--- config.mk ---
export PLATFORM = sky130hd
export DESIGN_NAME = tp_in_monitor
export DESIGN_NICKNAME = d
export VERILOG_FILES = /design/src/rtl/tp_in_monitor.sv
export SDC_FILE = /design/constraint.sdc
export NUM_CORES = 1
export LEC_CHECK = 0
export BUFFER_PORTS_ARGS = -buffer_cell sky130_fd_sc_hd__buf_2
export CAP_MARGIN = 20
export CORE_MARGIN = 1
export CORE_UTILIZATION = 61
export DETAILED_ROUTE_END_ITERATION = 7
export GPL_TIMING_DRIVEN = 0
export PLACE_DENSITY = 0.82
export REMOVE_ABC_BUFFERS = 1
export SLEW_MARGIN = 10
export SYNTH_ARGS = -nofsm -noshare
export SYNTH_HDL_FRONTEND = slang
export SYNTH_SLANG_ARGS = --single-unit
--- constraint.sdc ---
create_clock -name CLK -period 4.4 [get_ports CLK]
set_clock_uncertainty 0.2 [all_clocks]
set_input_delay 0 -clock CLK [delete_from_list [all_inputs] [get_ports CLK]]
set_output_delay 0 -clock CLK [all_outputs]
set_load 0.005 [all_outputs]
--- src/rtl/tp_in_monitor.sv ---
// -----------------------------------------------------------------------------
// tp_in_monitor
//
// Watches the test-point pins that are configured as inputs, synchronizes them
// into the CLK domain, detects rising edges on enabled channels and logs each
// edge event as {timestamp, edge vector} into a small FIFO that firmware or a
// bench reads back.
//
// Ports:
//   CLK      in   system clock
//   RST_B    in   asynchronous active-low reset
//   TP_IN    in   raw test-point inputs (asynchronous to CLK)
//   CH_MASK  in   1 = channel enabled for edge capture
//   ARM      in   pulse: start a capture (accepted only from IDLE)
//   STOP     in   pulse: end the capture
//   CLR      in   pulse: flush FIFO, clear flags, counters and timestamp
//   RD_EN    in   FIFO read request
//   RD_DATA  out  {timestamp, edge vector} of the last popped entry
//   RD_VALID out  RD_DATA updated this cycle
//   EMPTY    out  FIFO empty
//   FULL     out  FIFO holds 2^DEPTH_LOG2 entries
//   OVFL     out  sticky: an event was lost
//   STATE    out  00 IDLE, 01 ARMED, 10 FULL
//   EVT_CNT  out  accepted events, saturating
//   LEVEL    out  synchronized pin levels
//
// Read handshake: a pop happens in any cycle where RD_EN=1 and EMPTY=0; the
// popped entry appears on RD_DATA the next cycle together with a one-cycle
// RD_VALID pulse. RD_EN while EMPTY=1 is ignored and RD_DATA holds.
// -----------------------------------------------------------------------------
module tp_in_monitor #(
    parameter int WIDTH       = 16,
    parameter int SYNC_STAGES = 2,
    parameter int TS_W        = 16,
    parameter int DEPTH_LOG2  = 4
) (
    input  logic                    CLK,
    input  logic                    RST_B,
    input  logic [WIDTH-1:0]        TP_IN,
    input  logic [WIDTH-1:0]        CH_MASK,
    input  logic                    ARM,
    input  logic                    STOP,
    input  logic                    CLR,
    input  logic                    RD_EN,
    output logic [TS_W+WIDTH-1:0]   RD_DATA,
    output logic                    RD_VALID,
    output logic                    EMPTY,
    output logic                    FULL,
    output logic                    OVFL,
    output logic [1:0]              STATE,
    output logic [15:0]             EVT_CNT,
    output logic [WIDTH-1:0]        LEVEL
);

    localparam int                  DEPTH    = 2 ** DEPTH_LOG2;
    localparam int                  CW       = DEPTH_LOG2 + 1;
    localparam int                  ENTRY_W  = TS_W + WIDTH;
    localparam logic [CW-1:0]       FULL_CNT = DEPTH[CW-1:0];

    typedef enum logic [1:0] {
        S_IDLE  = 2'b00,
        S_ARMED = 2'b01,
        S_FULL  = 2'b10
    } state_t;

    // -------------------------------------------------------------------------
    // Synchronizer chain and previous-level register
    // -------------------------------------------------------------------------
    logic [WIDTH-1:0] r_sync [SYNC_STAGES];
    logic [WIDTH-1:0] r_prev;

    always_ff @(posedge CLK or negedge RST_B) begin
        if (!RST_B) begin
            for (int i = 0; i < SYNC_STAGES; i++) begin
                r_sync[i] <= '0;
            end
            r_prev <= '0;
        end else begin
            r_sync[0] <= TP_IN;
            for (int i = 1; i < SYNC_STAGES; i++) begin
                r_sync[i] <= r_sync[i-1];
            end
            r_prev <= r_sync[SYNC_STAGES-1];
        end
    end

    // -------------------------------------------------------------------------
    // Capture state, FIFO control and read port
    // -------------------------------------------------------------------------
    state_t                 r_state;
    logic [TS_W-1:0]        r_ts;
    logic [DEPTH_LOG2-1:0]  r_wr_ptr;
    logic [DEPTH_LOG2-1:0]  r_rd_ptr;
    logic [CW-1:0]          r_count;
    logic                   r_ovfl;
    logic [15:0]            r_evt_cnt;
    logic [ENTRY_W-1:0]     r_rd_data;
    logic                   r_rd_valid;
    logic [ENTRY_W-1:0]     r_mem [DEPTH];

    logic [WIDTH-1:0]       w_edge;
    logic                   w_evt;
    logic                   w_empty;
    logic                   w_full;
    logic                   w_rd;
    logic                   w_wr_try;
    logic                   w_wr;
    logic                   w_drop;
    logic                   w_arm_ok;
    logic [CW-1:0]          w_count_nxt;

    always_comb begin
        // Mask is applied combinationally so a mask change acts in the same
        // cycle; prev tracks the unmasked level, so unmasking a channel that
        // is already high cannot fake an edge.
        w_edge   = r_sync[SYNC_STAGES-1] & ~r_prev & CH_MASK;
        w_evt    = |w_edge;
        w_empty  = (r_count == '0);
        w_full   = (r_count == FULL_CNT);
        // CLR discards any same-cycle read or write.
        w_rd     = RD_EN & ~w_empty & ~CLR;
        w_wr_try = (r_state == S_ARMED) & w_evt & ~CLR;
        // The full check uses the occupancy before any same-cycle pop, so a
        // read never rescues a write into a full FIFO.
        w_wr     = w_wr_try & ~w_full;
        w_drop   = w_wr_try & w_full;
        // STOP outranks ARM.
        w_arm_ok = (r_state == S_IDLE) & ARM & ~STOP & ~CLR;
        w_count_nxt = r_count + CW'(w_wr) - CW'(w_rd);
    end

    always_ff @(posedge CLK or negedge RST_B) begin
        if (!RST_B) begin
            r_state    <= S_IDLE;
            r_ts       <= '0;
            r_wr_ptr   <= '0;
            r_rd_ptr   <= '0;
            r_count    <= '0;
            r_ovfl     <= 1'b0;
            r_evt_cnt  <= '0;
            r_rd_data  <= '0;
            r_rd_valid <= 1'b0;
        end else if (CLR) begin
            r_state    <= S_IDLE;
            r_ts       <= '0;
            r_wr_ptr   <= '0;
            r_rd_ptr   <= '0;
            r_count    <= '0;
            r_ovfl     <= 1'b0;
            r_evt_cnt  <= '0;
            r_rd_valid <= 1'b0;
        end else begin
            r_ts       <= w_arm_ok ? '0 : r_ts + TS_W'(1);
            r_rd_valid <= w_rd;
            r_count    <= w_count_nxt;

            if (w_rd) begin
                r_rd_data <= r_mem[r_rd_ptr];
                r_rd_ptr  <= r_rd_ptr + DEPTH_LOG2'(1);
            end

            if (w_wr) begin
                r_wr_ptr <= r_wr_ptr + DEPTH_LOG2'(1);
                if (r_evt_cnt != 16'hFFFF) begin
                    r_evt_cnt <= r_evt_cnt + 16'd1;
                end
            end

            if (w_drop || ((r_state == S_FULL) && w_evt)) begin
                r_ovfl <= 1'b1;
            end

            case (r_state)
                S_IDLE: begin
                    if (w_arm_ok) begin
                        r_state <= S_ARMED;
                    end
                end
                S_ARMED: begin
                    // One-shot: the write that fills the FIFO ends the capture.
                    if (STOP) begin
                        r_state <= S_IDLE;
                    end else if (w_wr && (w_count_nxt == FULL_CNT)) begin
                        r_state <= S_FULL;
                    end
                end
                S_FULL: begin
                    if (STOP) begin
                        r_state <= S_IDLE;
                    end
                end
                default: r_state <= S_IDLE;
            endcase
        end
    end

    // Storage array carries no reset; entries are only visible through the
    // pointers, which do reset.
    always_ff @(posedge CLK) begin
        if (w_wr) begin
            r_mem[r_wr_ptr] <= {r_ts, w_edge};
        end
    end

    assign RD_DATA  = r_rd_data;
    assign RD_VALID = r_rd_valid;
    assign EMPTY    = w_empty;
    assign FULL     = w_full;
    assign OVFL     = r_ovfl;
    assign STATE    = r_state;
    assign EVT_CNT  = r_evt_cnt;
    assign LEVEL    = r_sync[SYNC_STAGES-1];

endmodule
==> After elaboration in Yosys (flattened, before gate mapping) <==
Memory sizes are Yosys's and may differ from the RTL's. A register that Yosys moved wholly into a read port is not among the register bits.
Cells that the tools add are included.
W data, S select, Z words.
{ "totals": {"input_bits": 38, "regBits": 97, "ramBits": 512, "memories": 1, "out_inout_bits": 70, "wordCells": 77} }
{ "mem_list": {"columns": ["name", "words", "width", "read_ports", "rd_ports_with_merged_regs", "write_ports", "line_no", "rtl"], "rows": [
  ["r_mem", 16, 32, 1, 1, 1, "99", "logic [ENTRY_W-1:0] r_mem [DEPTH];"]
]} }
{ "classes": {"reduce_logical": 14, "n_addsub": 6, "n_bitwise": 16, "eq_ne": 8, "mux": 21} }
{ "op_table": {"columns": ["operator", "count"], "rows": [
  ["$mux W16", 5],
  ["$add A16 B1 Y16 const B", 2],
  ["$and A16 B16 Y16", 2],
  ["$mux W4", 4],
  ["$ne A16 B16 Y1 const B", 1],
  ["$not A16 Y16", 1],
  ["$reduce_or A16 Y1", 1],
  ["$eq A5 B5 Y1 const B", 2],
  ["$mux W2", 5],
  ["$and A1 B1 Y1", 9],
  ["$add A4 B1 Y4 const B", 2],
  ["$reduce_bool A2 Y1", 4],
  ["$ne A3 B3 Y1 const B", 2],
  ["$pmux W2 S3", 1],
  ["$add A5 B1 Y5", 1],
  ["$logic_not A5 Y1", 1],
  ["$mux W1", 5],
  ["$mux W5", 1],
  ["$sub A5 B1 Y5", 1],
  ["$ne A4 B3 Y1 const B", 1],
  ["$not A1 Y1", 4],
  ["$reduce_and A2 Y1", 2],
  ["$reduce_and A3 Y1", 1],
  ["$eq A2 B1 Y1 const B", 1],
  ["other kinds (5)", 6]
]} }

==> Logic depth before layout (Yosys ltp) <==
{ "logic_depth": {"ltp_word": 15, "depth_mapped": 16} }

==> Worst setup path after synthesis <==
OpenSTA, ideal clock, no wires.
{ "synth_timing": {"kind": "reg2reg", "start": "reg r_count[3]", "end": "reg r_state[1] (netlist: STATE[1])", "n_path_buf": 1, "t_arrival_ps": 3194, "stages_incl_launch_ff": 17, "setup_ps": 135, "slack_ps": 871, "period_less_slack_ps": 3529, "cell_sequence": "dfrtp_1 inv_1 ha_1 nor4b_1 nand2b_1 nor2_1 clkbuf_1 ha_1 inv_1 ha_1 fa_1 a21oi_1 nor2_1 nor2_1 xnor2_1 and4b_1 o2bb2ai_1"} }
{ "synth_via": {"elab_chain_cells": 9} }
{ "synth_rtl": {"columns": ["element", "line_no", "rtl"], "rows": [
  ["from (decl)", "94", "logic [CW-1:0] r_count;"],
  ["from (signal assigned)", "155", "r_count <= w_count_nxt;"],
  ["$logic_not A5 Y1", "118", "w_empty = (r_count == '0);"],
  ["net EMPTY", "47", "output logic EMPTY,"],
  ["$not A1 Y1", "121", "w_rd = RD_EN & ~w_empty & ~CLR;"],
  ["$and A1 B1 Y1 (2 in a row)", "121", null],
  ["$sub A5 B1 Y5", "129", "w_count_nxt = r_count + CW'(w_wr) - CW'(w_rd);"],
  ["$eq A5 B5 Y1", "183", "end else if (w_wr && (w_count_nxt == FULL_CNT)) begin"],
  ["$logic_and A1 B1 Y1", "183", null],
  ["$ne A4 B3 Y1 (no source line)", null, null],
  ["$reduce_and A3 Y1 (no source line)", null, null],
  ["to (signal assigned)", "182", "r_state <= S_IDLE;"],
  ["to (signal assigned)", "184", "r_state <= S_FULL;"],
  ["to (signal assigned)", "189", "r_state <= S_IDLE;"],
  ["to (decl)", "90", "state_t r_state;"]
]} }
The timed path passes the listed nets, and every way through them passes these cells.
A chain may end at the register's enable or synchronous reset.

==> Worst setup path after layout <==
{ "layout_timing": {"start": "reg r_sync (netlist bit LEVEL[12])", "end": "reg r_state[1] (netlist: STATE[1])"} }
{ "layout_via": {"elab_chain_cells": 12} }
{ "layout_rtl": {"columns": ["element", "line_no", "rtl"], "rows": [
  ["from (decl)", "69", "logic [WIDTH-1:0] r_sync [SYNC_STAGES];"],
  ["from (signal, indexed assignment)", "81", "r_sync[i] <= r_sync[i-1];"],
  ["$and A16 B16 Y16 (*) (2 in a row)", "116", "w_edge = r_sync[SYNC_STAGES-1] & ~r_prev & CH_MASK;"],
  ["$reduce_or A16 Y1 (*)", "117", "w_evt = |w_edge;"],
  ["$and A1 B1 Y1 (*) (2 in a row)", "122", "w_wr_try = (r_state == S_ARMED) & w_evt & ~CLR;"],
  ["$and A1 B1 Y1 (*)", "125", "w_wr = w_wr_try & ~w_full;"],
  ["$add A5 B1 Y5", "129", null],
  ["$sub A5 B1 Y5", "129", null],
  ["$eq A5 B5 Y1", "183", null],
  ["$logic_and A1 B1 Y1 (*)", "183", null],
  ["$ne A4 B3 Y1 (no source line) (*)", null, null],
  ["$reduce_and A3 Y1 (no source line) (*)", null, null]
]} }
Every way passes the cells marked *; elsewhere a longest branch is shown, timed or not.

==> summary.md <==
| Metric | Value |
|---|---|
| Sw frac | `about a quarter` |
| Worst skew pair latency | `between 600 and 700 ps` |
| Avg WL per Cell | `30.28 um` |
| Vias | `about 12000` |
| Post-synth cell types | `43` |
| Pwr Density | `around 500 mW/mm^2` |
| # diodes | `0` |
| Worst vdd ir | `about 0.00029 V` |
| Synth Flop Type | `edfxtp_1` |
| Initial core utilization | `slightly above 60%` |
| Startpoint types | `flip-flop` |
| Fraction of registers with async set/reset | `around a fifth` |
| Largest net degree at the start of global routing | `81` |
| Met1 GRT Util | `a little under two fifths` |
| GRT busiest layer | `met2` |
| Post-route ant nets | `0` |
| Placed Area | `roughly 0.026 mm^2` |
| Routed wire length | `58110 um` |
| Synth Register Bits | `641` |
| Vias per cell | `between 6 and 7` |
| Max Freq | `approximately 0.24 GHz` |
| Die W | `202.8 um` |
| Tightest Pin Transition | `981.3 ps` |
| Clock power share | `35.4%` |
| Final instance area | `0.02850 mm^2` |
| Remaining global-route overflow | `0` |
| Nets | `roughly 1400` |
| Worst Path Buf+Inv | `2` |
| Number of global-route vias before repair | `13280` |
| Post-synth EDFFs | `512` |
| Initial DRT Pass Iterations | `5` |
| Combinational group share of total power | `between 15 and 20%` |
| Cells after Synth | `around 1200` |
| Max-slew headroom | `between 30% and 40%` |
| Worst EP required | `approximately 4700 ps` |
| Layout cells sized above 1 | `a little under a third` |
| CTS tree | `built` |
| Worst Hold Class | `primary input to flip-flop` |
| First-pass GRT wire length | `approximately 86000 um` |
| Area growth syn-to-layout | `15.81%` |
| Core Area | `~0.040 mm^2` |
| Reg2Reg Setup Slack | `approximately 280 ps` |
| Met2 Usage GRT | `between 50% and 60%` |
| Cell internal pwr | `10950 uW` |
| Post-Syn Area | `~0.025 mm^2` |
| Register share of total power | `48.3%` |
| CTS clock-pin slew for the worst setup and hold paths | `60 ps` |
| Unrepaired setup endpoints after global routing | `no` |
| Die ar. | `a little over 0.04 mm^2` |
| Filler instances | `2192` |
| Seq/Total Area, Yosys | `between 70% and 80%` |
| Number of clock sinks | `641` |
| Switching Power | `3489 uW` |
| Pins Over Slew Limit | `0` |
| Max-cap violations | `0` |
| H-tree depth | `2` |
| Post CTS Setup Buffer Count | `0` |
| Die Y | `202.8 um` |
| Placement Rows | `73` |
| Top Family by Delay on Critical Path | `simple AND/OR/NAND/NOR gates` |
| Clock Tree Buf Depth | `3` |
| I/O Pins | `approximately 110` |
| Drc violations | `0` |
| Crit-path max cell delay | `720 ps` |
| Critical Path End Type | `flip-flop` |
| Slowest-stage cell, CP | `or4_4` |
| Initial antenna violation count | `0` |
| Final Cycle Share | `between 90% and 100%` |
| Root Driver | `clkbuf_16` |
| CP Data Arrival Time | `around 4400 ps` |
| Critical-path cell list | `nand3b_1 > nand4_1 > or4_4 > and2_1 > inv_2 > ha_1 > inv_1 > ha_1 > fa_1 > a21oi_1 > nor2_1 > nor2_1 > xnor2_1 > and4b_1 > o2bb2ai_1` |
| 1st-iter DRT viols | `between 1000 and 1500` |
| Final hold violation count | `0` |
| WS Path Type | `flip-flop to flip-flop` |
| Number of setup violations in the final report | `0` |
| I/O Buffers | `about 110` |
| Final Wtd Congestion | `0.7580` |
| Final Power | `14440 uW` |
| Status | `finished, final reports clean` |
| Syn Area/Cell | `between 20 and 25 um^2` |
| Post-DP HPWL | `around 30000 um` |
| Synthesis warning total | `0` |
| Min Tclk post-route | `slightly above 4000 ps` |
| Met3 usage | `about 5.5%` |
| CTS buffer count | `60` |
| Max Fanout on Critical Path | `13` |
| LEAKAGE | `0.009853 uW` |
| Gr usage total | `about 30%` |
## cell usage after synthesis (9+ instances only)
library cell / count / area [um^2]
edfxtp_1: 512 / 15370
nand2_1: 21 / 78.83
nor2_1: 41 / 153.9
buf_4: 16 / 120.1
mux2_2: 32 / 360.4
dfrtp_1: 129 / 3228
a21oi_1: 13 / 65.06
mux4_2: 160 / 3603
clkbuf_1: 29 / 108.9
xor2_1: 20 / 175.2
ha_1: 13 / 162.7
and3_1: 12 / 75.07
buf_6: 11 / 123.9
nand3_1: 17 / 85.08
buf_1: 9 / 33.78
and2_1: 9 / 56.30
nand4_1: 13 / 81.33
inv_1: 25 / 93.84
nand3b_1: 16 / 120.1
## placed cells by master (no fill, tap or decap), types with 7 or more instances in the layout
cell type and count:
edfxtp_1 512, mux4_2 160, dfrtp_1 125, buf_2 106, clkbuf_16 63, dlygate4sd3_1 55, nor2_1 40, mux2_2 32
inv_1 25, nand2_1 21, xor2_1 20, buf_12 19, nand3_1 17, nand3b_1 16, clkbuf_1 16, a21oi_1 13
nand4_1 13, ha_1 13, clkbuf_8 10, clkinv_2 9, and3_1 8, and2_2 8, or3_1 7, xnor2_1 7
buf_16 7
## metal layers
| metal | share of wire (%) | vias up |
|---|---|---|
| met5 | 0 | - |
| li1 | - | 5042 |
| met2 | 52 | 760 |
| met1 | 36 | 6519 |
| met4 | 4.1 | 0 |
| met3 | 8.3 | 165 |
## what timing repair did
| item | in CTS | in global routing |
|---|---|---|
| gates resized for setup | 0 | 1 |
| endpoints found under the hold margin | 465 | 0 |
| setup endpoints to repair | 0 | 2 |
| hold buffers | 56 | 0 |
## area by class of cell
cell class | instances | area [um^2] | share of cell area [%]
clock buffers | 92 | 1797 | 6.305
clock inverters | 19 | 131.4 | 0.4610
inverters | 26 | 97.59 | 0.3425
multi-input cells | 428 | 5533 | 19.42
flip-flops and latches | 641 | 18620 | 65.33
well taps | 525 | 656.9 | 2.305
repair buffers | 188 | 1665 | 5.844
## flip-flops by register name, indices dropped and copies added, names as in the netlist, 2 cells and up
name      count
r_ts         16
r_sync       16
r_wr_ptr      4
LEVEL        16
r_count       5
RD_DATA      32
STATE         2
r_mem       512
EVT_CNT      16
r_prev       16
r_rd_ptr      4
## final timing paths
path | cells past startpoint | to | from
hold / removal | 4 | STATE[1]$_DFFE_PN0P_ | STOP
min in group asynchronous | 4 | RD_DATA[24]$_DFFE_PN0P_ | RST_B
setup / recovery | 15 | STATE[1]$_DFFE_PN0P_ | LEVEL[12]$_DFF_PN0_
hold reg to reg | 0 | LEVEL[2]$_DFF_PN0_ | r_sync[18]$_DFF_PN0_
setup reg to reg | 15 | STATE[1]$_DFFE_PN0P_ | LEVEL[12]$_DFF_PN0_
max in group asynchronous | 4 | LEVEL[9]$_DFF_PN0_ | RST_B
## metrics by stage
stage               cells  utilization [%]  setup TNS, ps  hold slack [ps]  setup slack [ps]
floorplan            1095                -         -78970           -495.6             -2290
global placement     1727            63.90        -217700           -92.37             -4339
detailed placement   1752            65.40              0           -215.6             69.34
CTS                  1919            71.71              0            19.45             34.99
global route         1919            71.72              0            53.14             89.31
finish               1919            71.72              0            61.77             279.4
## worst reg2reg max path, cell delays in order (launching register included)
cell and delay (ps):
dfrtp_1 390, nand3b_1 150, nand4_1 310, or4_4 720, and2_1 350, inv_2 160, ha_1 140, inv_1 40
ha_1 200, fa_1 440, a21oi_1 150, nor2_1 60, nor2_1 110, xnor2_1 160, and4b_1 240, o2bb2ai_1 130
## power groups by stage
| stage | registers [uW] | clock network (uW) | logic (uW) |
|---|---|---|---|
| 2_1_floorplan | 7270 | 0 | 1600 |
| 3_3_place_gp | 7310 | 0 | 1950 |
| 3_5_place_dp | 7090 | 0 | 2270 |
| 4_1_cts | 6980 | 5100 | 2360 |
| 5_1_grt | 7010 | 5360 | 2520 |
| 6_report | 6980 | 5110 | 2360 |
## cell families after synthesis
group / synth area share, %
AO/OA/AOI/OAI: 0.7780
multiplexers: 16.27
adder cells (fa/ha/maj): 0.7425
buffers and inverters: 2.049
AND/OR/NAND/NOR: 3.590
flip-flops: 75.61
XOR/XNOR: 0.9611
(Power assumes the default switching activity.)
